### config.mk
export PLATFORM = sky130hd
export DESIGN_NAME = pipe_stage_buf_flat
export DESIGN_NICKNAME = d
export VERILOG_FILES = /design/src/rtl/pipe_stage_buf_if.sv /design/src/rtl/pipe_stage_buf.sv /design/src/flat_wrapper.sv
export SDC_FILE = /design/constraint.sdc
export NUM_CORES = 1
export LEC_CHECK = 0
export CAP_MARGIN = 20
export CORE_MARGIN = 4
export CORE_UTILIZATION = 44
export CTS_BUF_LIST = sky130_fd_sc_hd__clkbuf_16
export CTS_CLUSTER_DIAMETER = 120
export DETAILED_ROUTE_END_ITERATION = 10
export PLACE_DENSITY_LB_ADDON = 0.05
export SYNTH_ARGS = -nofsm -noshare
export SYNTH_HDL_FRONTEND = slang
export SYNTH_SLANG_ARGS = --single-unit
### constraint.sdc
create_clock -name CLK -period 2.3 [get_ports CLK]
set_input_delay 0.23 -clock CLK [delete_from_list [all_inputs] [get_ports CLK]]
set_output_delay 0.23 -clock CLK [all_outputs]
set_load 0.02 [all_outputs]
### src/rtl/pipe_stage_buf_if.sv
// Valid/ready stage-to-stage bundle for pipe_stage_buf.
// The slave side is the stage itself. The master side is the surrounding pipeline.
interface pipe_stage_buf_if #(
    parameter int DATA_W = 128
);
    logic              in_valid;
    logic              in_ready;
    logic [DATA_W-1:0] in_data;
    logic              in_halt;
    logic              out_valid;
    logic              out_ready;
    logic [DATA_W-1:0] out_data;
    logic              out_halt;

    modport master (
        output in_valid, in_data, in_halt, out_ready,
        input  in_ready, out_valid, out_data, out_halt
    );

    modport slave (
        input  in_valid, in_data, in_halt, out_ready,
        output in_ready, out_valid, out_data, out_halt
    );
endinterface

### src/rtl/pipe_stage_buf.sv
// Two-entry skid-buffered pipeline stage register with flush and sticky halt.
// Define PIPE_PERF_CNT_EN to add the CNT_W parameter and the saturating stall_cnt output.
//
// state    | meaning
// ---------+----------------------------------------------
// ST_EMPTY | nothing buffered, out_valid=0
// ST_ONE   | head register H holds the only beat
// ST_TWO   | H holds the older beat, skid register S the newer
module pipe_stage_buf #(
    parameter int DATA_W = 128
`ifdef PIPE_PERF_CNT_EN
    , parameter int CNT_W = 16
`endif
) (
    input  logic                  CLK,
    input  logic                  RST,
    input  logic                  flush,
    pipe_stage_buf_if.slave       bus,
    output logic [1:0]            occupancy,
    output logic                  halted
`ifdef PIPE_PERF_CNT_EN
    , output logic [CNT_W-1:0]    stall_cnt
`endif
);

    typedef enum logic [1:0] {
        ST_EMPTY = 2'd0,
        ST_ONE   = 2'd1,
        ST_TWO   = 2'd2
    } state_t;

    state_t            r_state;
    state_t            w_state_nxt;
    logic [DATA_W-1:0] r_h_data;
    logic              r_h_halt;
    logic [DATA_W-1:0] r_s_data;
    logic              r_s_halt;
    logic              r_in_ready;
    logic              r_halt_pend;
    logic              r_halted;

    logic w_accept;
    logic w_xfer;
    logic w_halt_out;
    logic w_ld_h_in;
    logic w_ld_h_s;
    logic w_ld_s_in;
    logic w_halt_pend_nxt;
    logic w_in_ready_nxt;

    assign w_accept   = bus.in_valid & r_in_ready;
    assign w_xfer     = bus.out_valid & bus.out_ready;
    assign w_halt_out = w_xfer & r_h_halt;

    always_ff @(posedge CLK) begin
        if (RST) begin
            r_state <= ST_EMPTY;
        end else begin
            r_state <= w_state_nxt;
        end
    end

    always_comb begin
        w_state_nxt     = r_state;
        w_ld_h_in       = 1'b0;
        w_ld_h_s        = 1'b0;
        w_ld_s_in       = 1'b0;
        w_halt_pend_nxt = r_halt_pend;

        if (flush) begin
            w_state_nxt = ST_EMPTY;
        end else begin
            case (r_state)
                ST_EMPTY: begin
                    if (w_accept) begin
                        w_state_nxt = ST_ONE;
                        w_ld_h_in   = 1'b1;
                    end
                end
                ST_ONE: begin
                    if (w_accept && w_xfer) begin
                        w_ld_h_in = 1'b1;
                    end else if (w_accept) begin
                        w_state_nxt = ST_TWO;
                        w_ld_s_in   = 1'b1;
                    end else if (w_xfer) begin
                        w_state_nxt = ST_EMPTY;
                    end
                end
                ST_TWO: begin
                    if (w_xfer) begin
                        w_state_nxt = ST_ONE;
                        w_ld_h_s    = 1'b1;
                    end
                end
                default: w_state_nxt = ST_EMPTY;
            endcase
        end

        // A flush only cancels the pending halt if the halt beat never left the stage.
        if (flush) begin
            w_halt_pend_nxt = r_halt_pend & (r_halted | w_halt_out);
        end else if (w_accept && bus.in_halt) begin
            w_halt_pend_nxt = 1'b1;
        end

        w_in_ready_nxt = (w_state_nxt != ST_TWO) && !w_halt_pend_nxt;
    end

    always_ff @(posedge CLK) begin
        if (RST) begin
            r_h_data    <= '0;
            r_h_halt    <= 1'b0;
            r_s_data    <= '0;
            r_s_halt    <= 1'b0;
            r_in_ready  <= 1'b1;
            r_halt_pend <= 1'b0;
            r_halted    <= 1'b0;
        end else begin
            if (w_ld_h_in) begin
                r_h_data <= bus.in_data;
                r_h_halt <= bus.in_halt;
            end else if (w_ld_h_s) begin
                r_h_data <= r_s_data;
                r_h_halt <= r_s_halt;
            end
            if (w_ld_s_in) begin
                r_s_data <= bus.in_data;
                r_s_halt <= bus.in_halt;
            end
            r_in_ready  <= w_in_ready_nxt;
            r_halt_pend <= w_halt_pend_nxt;
            r_halted    <= r_halted | w_halt_out;
        end
    end

`ifdef PIPE_PERF_CNT_EN
    logic [CNT_W-1:0] r_stall_cnt;

    always_ff @(posedge CLK) begin
        if (RST) begin
            r_stall_cnt <= '0;
        end else if (bus.out_valid && !bus.out_ready && (r_stall_cnt != {CNT_W{1'b1}})) begin
            r_stall_cnt <= r_stall_cnt + {{(CNT_W-1){1'b0}}, 1'b1};
        end
    end

    assign stall_cnt = r_stall_cnt;
`endif

    assign bus.in_ready  = r_in_ready;
    assign bus.out_valid = (r_state != ST_EMPTY);
    assign bus.out_data  = r_h_data;
    assign bus.out_halt  = r_h_halt;
    assign occupancy     = r_state;
    assign halted        = r_halted;

endmodule

### src/flat_wrapper.sv
// flat-port wrapper written by rule: the top's interface ports become plain ports
module pipe_stage_buf_flat 
#(
    parameter int DATA_W = 128

)
  (CLK, RST, flush, occupancy, halted, bus_in_valid, bus_in_data, bus_in_halt, bus_out_ready, bus_in_ready, bus_out_valid, bus_out_data, bus_out_halt);
  pipe_stage_buf_if #(.DATA_W(DATA_W)) bus_i ();
  input  logic CLK;
  input  logic RST;
  input  logic flush;
  output logic [1:0] occupancy;
  output logic halted;
  input wire logic [$bits(bus_i.in_valid)-1:0] bus_in_valid;
  input wire logic [$bits(bus_i.in_data)-1:0] bus_in_data;
  input wire logic [$bits(bus_i.in_halt)-1:0] bus_in_halt;
  input wire logic [$bits(bus_i.out_ready)-1:0] bus_out_ready;
  output wire logic [$bits(bus_i.in_ready)-1:0] bus_in_ready;
  output wire logic [$bits(bus_i.out_valid)-1:0] bus_out_valid;
  output wire logic [$bits(bus_i.out_data)-1:0] bus_out_data;
  output wire logic [$bits(bus_i.out_halt)-1:0] bus_out_halt;
  assign bus_i.in_valid = bus_in_valid;
  assign bus_i.in_data = bus_in_data;
  assign bus_i.in_halt = bus_in_halt;
  assign bus_i.out_ready = bus_out_ready;
  assign bus_in_ready = bus_i.in_ready;
  assign bus_out_valid = bus_i.out_valid;
  assign bus_out_data = bus_i.out_data;
  assign bus_out_halt = bus_i.out_halt;
  pipe_stage_buf #(.DATA_W(DATA_W)) u_core (.CLK(CLK), .RST(RST), .flush(flush), .bus(bus_i), .occupancy(occupancy), .halted(halted));
endmodule
Yosys cells after proc, flatten, opt, wreduce, memory -nomap -nowiden. Cells that the tools add are included. W data, S select, Z words.

Output and inout port bits: 134. Bits in registers: 263. Word-level logic and storage cells: 46. Input bits: 134.

Multiplexer cells: 23. Reduce and logical (&&, ||, !) cells: 7. Bitwise operators: 5. Eq/ne operators: 3.

Operator list (number): $mux W128 (2); $mux W1 (13); $mux W2 (6); $pmux W2 S3 (1); $and A1 B1 Y1 (4); $reduce_bool A2 Y1 (2); $logic_and A1 B1 Y1 (3); $eq A2 B1 Y1 const B (1); $eq A2 B2 Y1 const B (1); $logic_not A2 Y1 (1); $ne A2 B2 Y1 const B (1); $pmux W1 S2 (1); $logic_not A1 Y1 (1); $or A1 B1 Y1 (1).

Logic depth before layout (Yosys ltp). Gate-level depths: netlist of run 1.

Depth after elaboration: 9. Depth in mapped cells: 6. Mapped depth without buffers: 4.

Worst setup path before layout of run 1. No wires, ideal clock.

Path kind: reg-to-reg. Start: register u_core.r_state[1], in the netlist u_core.occupancy[1]. End: register u_core.r_h_data[116], in the netlist u_core.bus.out_data[116]. Setup time: 0.142 ns. Data required time: 2.158 ns. Data arrival time: 1.568 ns. Cell stages (with the launch flop): 7. Setup slack: 0.590 ns. Path buffers: 2. Cell sequence: dfxtp_1 nand2b_1 or3b_2 buf_2 buf_2 nand2_1 a311oi_1.

Cells in the longest elaborated chain, start to end: 7. Elaborated cells on any way between the ends: 14.

Ends and longest elaborated chain: start, declared (RTL line pipe_stage_buf.sv:32) `state_t r_state;`; start signal, assigned (RTL line pipe_stage_buf.sv:59) `r_state <= w_state_nxt;`; $reduce_bool A2 Y1 (RTL line pipe_stage_buf.sv:152) `assign bus.out_valid = (r_state != ST_EMPTY);`; $and A1 B1 Y1 (RTL line pipe_stage_buf.sv:52) `assign w_xfer = bus.out_valid & bus.out_ready;`; $logic_and A1 B1 Y1 (RTL line pipe_stage_buf.sv:81) `if (w_accept && w_xfer) begin`; $mux W1 (RTL line pipe_stage_buf.sv:81); $pmux W1 S2 (RTL line pipe_stage_buf.sv:73) `case (r_state)`; $mux W1 (RTL line pipe_stage_buf.sv:70) `if (flush) begin`; $mux W128 or $reduce_bool A2 Y1 (tied branches); end signal, assigned (RTL line pipe_stage_buf.sv:121) `r_h_data <= bus.in_data;`; end signal, assigned (RTL line pipe_stage_buf.sv:124) `r_h_data <= r_s_data;`; end, declared (RTL line pipe_stage_buf.sv:34) `logic [DATA_W-1:0] r_h_data;`.

Parallel ways exist; a longest one is shown, timed or not. A chain may end at the register's enable or synchronous reset.

Worst setup path in the final report of run 1.
Start: register u_core.r_state[1], in the netlist u_core.occupancy[1]. End: output port bus_out_valid.

Cells in the longest elaborated chain, start to end: 1.

Ends and longest elaborated chain: $reduce_bool A2 Y1 (RTL line pipe_stage_buf.sv:152); end, declared (RTL line flat_wrapper.sv:19) `output wire logic [$bits(bus_i.out_valid)-1:0] bus_out_valid;`.

Every way passes these cells.

==> results of run 1 <==
[power by group]
group | switching (mW) | internal [mW]
Sequential | 0.105 | 4.75
Clock | 1.73 | 2.36
Combinational | 0.665 | 0.660
[worst max path at each step]
stage / start / to / slack (ns) / cells after the start
2_1_floorplan: u_core.occupancy[1] / u_core.bus.out_data[116] / 0.59 / 6
3_3_place_gp: bus_out_ready / u_core.bus.out_data[44] / 0.33 / 6
3_5_place_dp: bus_out_ready / u_core.bus.out_data[56] / 0.24 / 6
4_1_cts: u_core.occupancy[1] / bus_out_valid / 0.29 / 2
5_1_grt: u_core.occupancy[1] / bus_out_valid / 0.26 / 2
6_report: u_core.occupancy[1] / bus_out_valid / 0.32 / 2
[per-layer routing]
metal / global-route usage / vias up / routed length, um
met5: 0 / - / 12
met4: 0.0446 / 2 / 497
met3: 0.0583 / 39 / 2160
met2: 0.341 / 266 / 13000
met1: 0.291 / 4480 / 12900
li1: - / 4805 / -
[state kept, by name, summed over array words and instances, names as in the netlist]
signal / count
u_core.bus.in_ready: 1
u_core.bus.out_halt: 1
u_core.bus.out_data: 128
u_core.occupancy: 2
u_core.r_s_halt: 1
u_core.r_halt_pend: 1
u_core.halted: 1
u_core.r_s_data: 128
[final cells by class]
type / instances / share of cell area
tap: 285 / 0.0256
inverter: 1 / 0.000269
sequential: 263 / 0.378
multi-input combinational: 927 / 0.316
clock buffer: 29 / 0.0521
timing repair buffer: 295 / 0.221
clock inverter: 20 / 0.00754
[cell families (layout without fill, tap and decap cells)]
| logic type | after synthesis | after routing | share of synthesized area |
|---|---|---|---|
| buf+inv | 114 | 345 | 0.0507 |
| mux | 1 | 1 | 0.00111 |
| compound gates | 266 | 266 | 0.181 |
| simple gates | 660 | 660 | 0.249 |
| flops | 263 | 263 | 0.519 |
[per-stage QoR]
| stage | instances | instance area, sq um |
|---|---|---|
| 2_1_floorplan | 1304 | 10100 |
| 3_3_place_gp | 1771 | 13100 |
| 3_5_place_dp | 1771 | 13100 |
| 4_1_cts | 1820 | 13900 |
| 5_1_grt | 1820 | 13900 |
| 6_report | 1820 | 13900 |
[worst min-delay path, cell delays in order]
cell             delay, ns
clkdlybuf4s50_1       0.41
nand2_1               0.06
a21oi_1               0.05
[cells in the final DEF, fill, tap and decap left out, types with 2 or more instances in the layout]
cell type        netlist  layout
a21oi_1              130     130
a311oi_1             129     129
buf_12                 0      16
buf_4                  1      12
clkbuf_16              0      29
clkdlybuf4s50_1        0     266
clkinv_1               0       8
clkinv_2               0       3
dfxtp_1              263     263
inv_1                  1       9
nand2_1              517     517
nand2b_1               3       2
nor2_1               131     131
nor3_1                 2       2
==> impl_metrics.ini, run 1 <==
[setup_path]
arrival_ns = 1.75
critPathBufInv = 1
crit_path_start_kind = flop
end_kind = output pin
worstPathCellList = or2_2 -> clkdlybuf4s50_1
path_class = flop to output pin
cp_max_fo = 7
cp_slowest_cell = clkdlybuf4s50_1
cp.required_ns = 2.07
ff2ff_setup_slack_ns = 0.53
r2r-end = u_core.bus.out_data[30]
r2r_cells = 5
rr_startpoint = u_core.occupancy[1]
crit_family = buffers and inverters
cpPeakStageDelay_ns = 0.54

[die]
fp-row-count = 55
die_w_um = 160
die-area_sq_um = 25600
coreArea_sq_um = 22600
num_io_pins = 268
start_util = 0.448
dieHeight_um = 160

[timing]
timing.hold.ws_ns = 0.284
rsz0062_at_grt = false
worst_pin_slew_ns = 0.656
hold_viol_final = 0
fmax_ghz = 0.506
slew_violations = 0
timing.final.crit_share = 0.860
setup_tns_ns = 0
setup_violations = 0
slew_headroom = 0.562
setup_ws_ns = 0.322
timing.final.crit_period_ns = 1.98
skew_ns = 0.00424

[global_routing]
grt_pass1_wl_mm = 46.2
grt_pass1_vias = 8863
grt-ovfl-total = 0
grt_max_degree = 92
antenna_found_initial = 1
grtUsageTotal = 0.213

[route]
routed_wire_length_per_instance_um = 15.7
first_pass_iters = 5
wl_mm = 28.6
via_per_inst = 5.27
drc = 0
drtAntennaViolNets = 0
vias = 9592
drt_iter0_drc = 653

[logic_synthesis]
synthTopCellsByArea = dfxtp_1 52%, nand2_1 19%, a311oi_1 11%
synth_ff_type = dfxtp_1
synthTopCellsByCount = 517 x nand2_1, 263 x dfxtp_1, 131 x nor2_1, 130 x a21oi_1, 129 x a311oi_1
synth_largest_area_cell = dfxtp_1
synth_top_area_frac = 0.519
syn-instance-count = 1304
ys_seq_area_frac = 0.519
yosysMostFrequentCell = nand2_1
mappedNetlistArea_sq_um = 10100
synth-edff-count = 0
yosysWarnings = 0
ys_async_sr_fraction = 0
ys_ff_latch = 263
avgSynthCellArea_sq_um = 7.78
syn-num-nets = 1438
ys_types = 27

[clocking]
postCtsHoldBufs = 0
cts_tree = done
cts.sinks = 263
clkSlewWorstSetupHoldPaths_ns = 0.06
insertion_delay_ns = 0.52
cts_buffers = 28
post_cts_buffers = 0
clock-root-buffer = clkbuf_16
clockBufferDepth = 3
post_cts_resized = 0
cts_htree_levels = 1

[finish]
multi_input_area_sq_um = 4400
ff_latch_area_sq_um = 5270
final_net_count = 1650
drive_above_1_share = 0.0456
fillers = 2001
area_growth_pct = 37.4
diodes = 0
final_core_util = 0.616

[hold_path]
hold_start = bus_in_data[116]
hold_path_end = u_core.r_s_data[116]
holdPathStages = 3
hp-class = input pin to flop

[power_and_ir_drop]
p_per_area_nw_per_um2 = 736
p_leak_nw = 4.76
power_mw = 10.3
ir_worst_vdd_mv = 0.503

[placement]
place_congestion = 0.808
pre_cts_ws_ns = 0.239
io_buffers = 267
hpwl_mm = 17.8

[run_status]
status = completed

[flow_run]
cap_violations = 0
Power figures use the tool's default switching activity.
==> inputs of run 2 (changes only) <==
- HOLD_SLACK_MARGIN: default -> 0.1
- SLEW_MARGIN: default -> 20
==> results of run 2 <==
No change in the layout: final DEF, timing and power equal those of run 1.
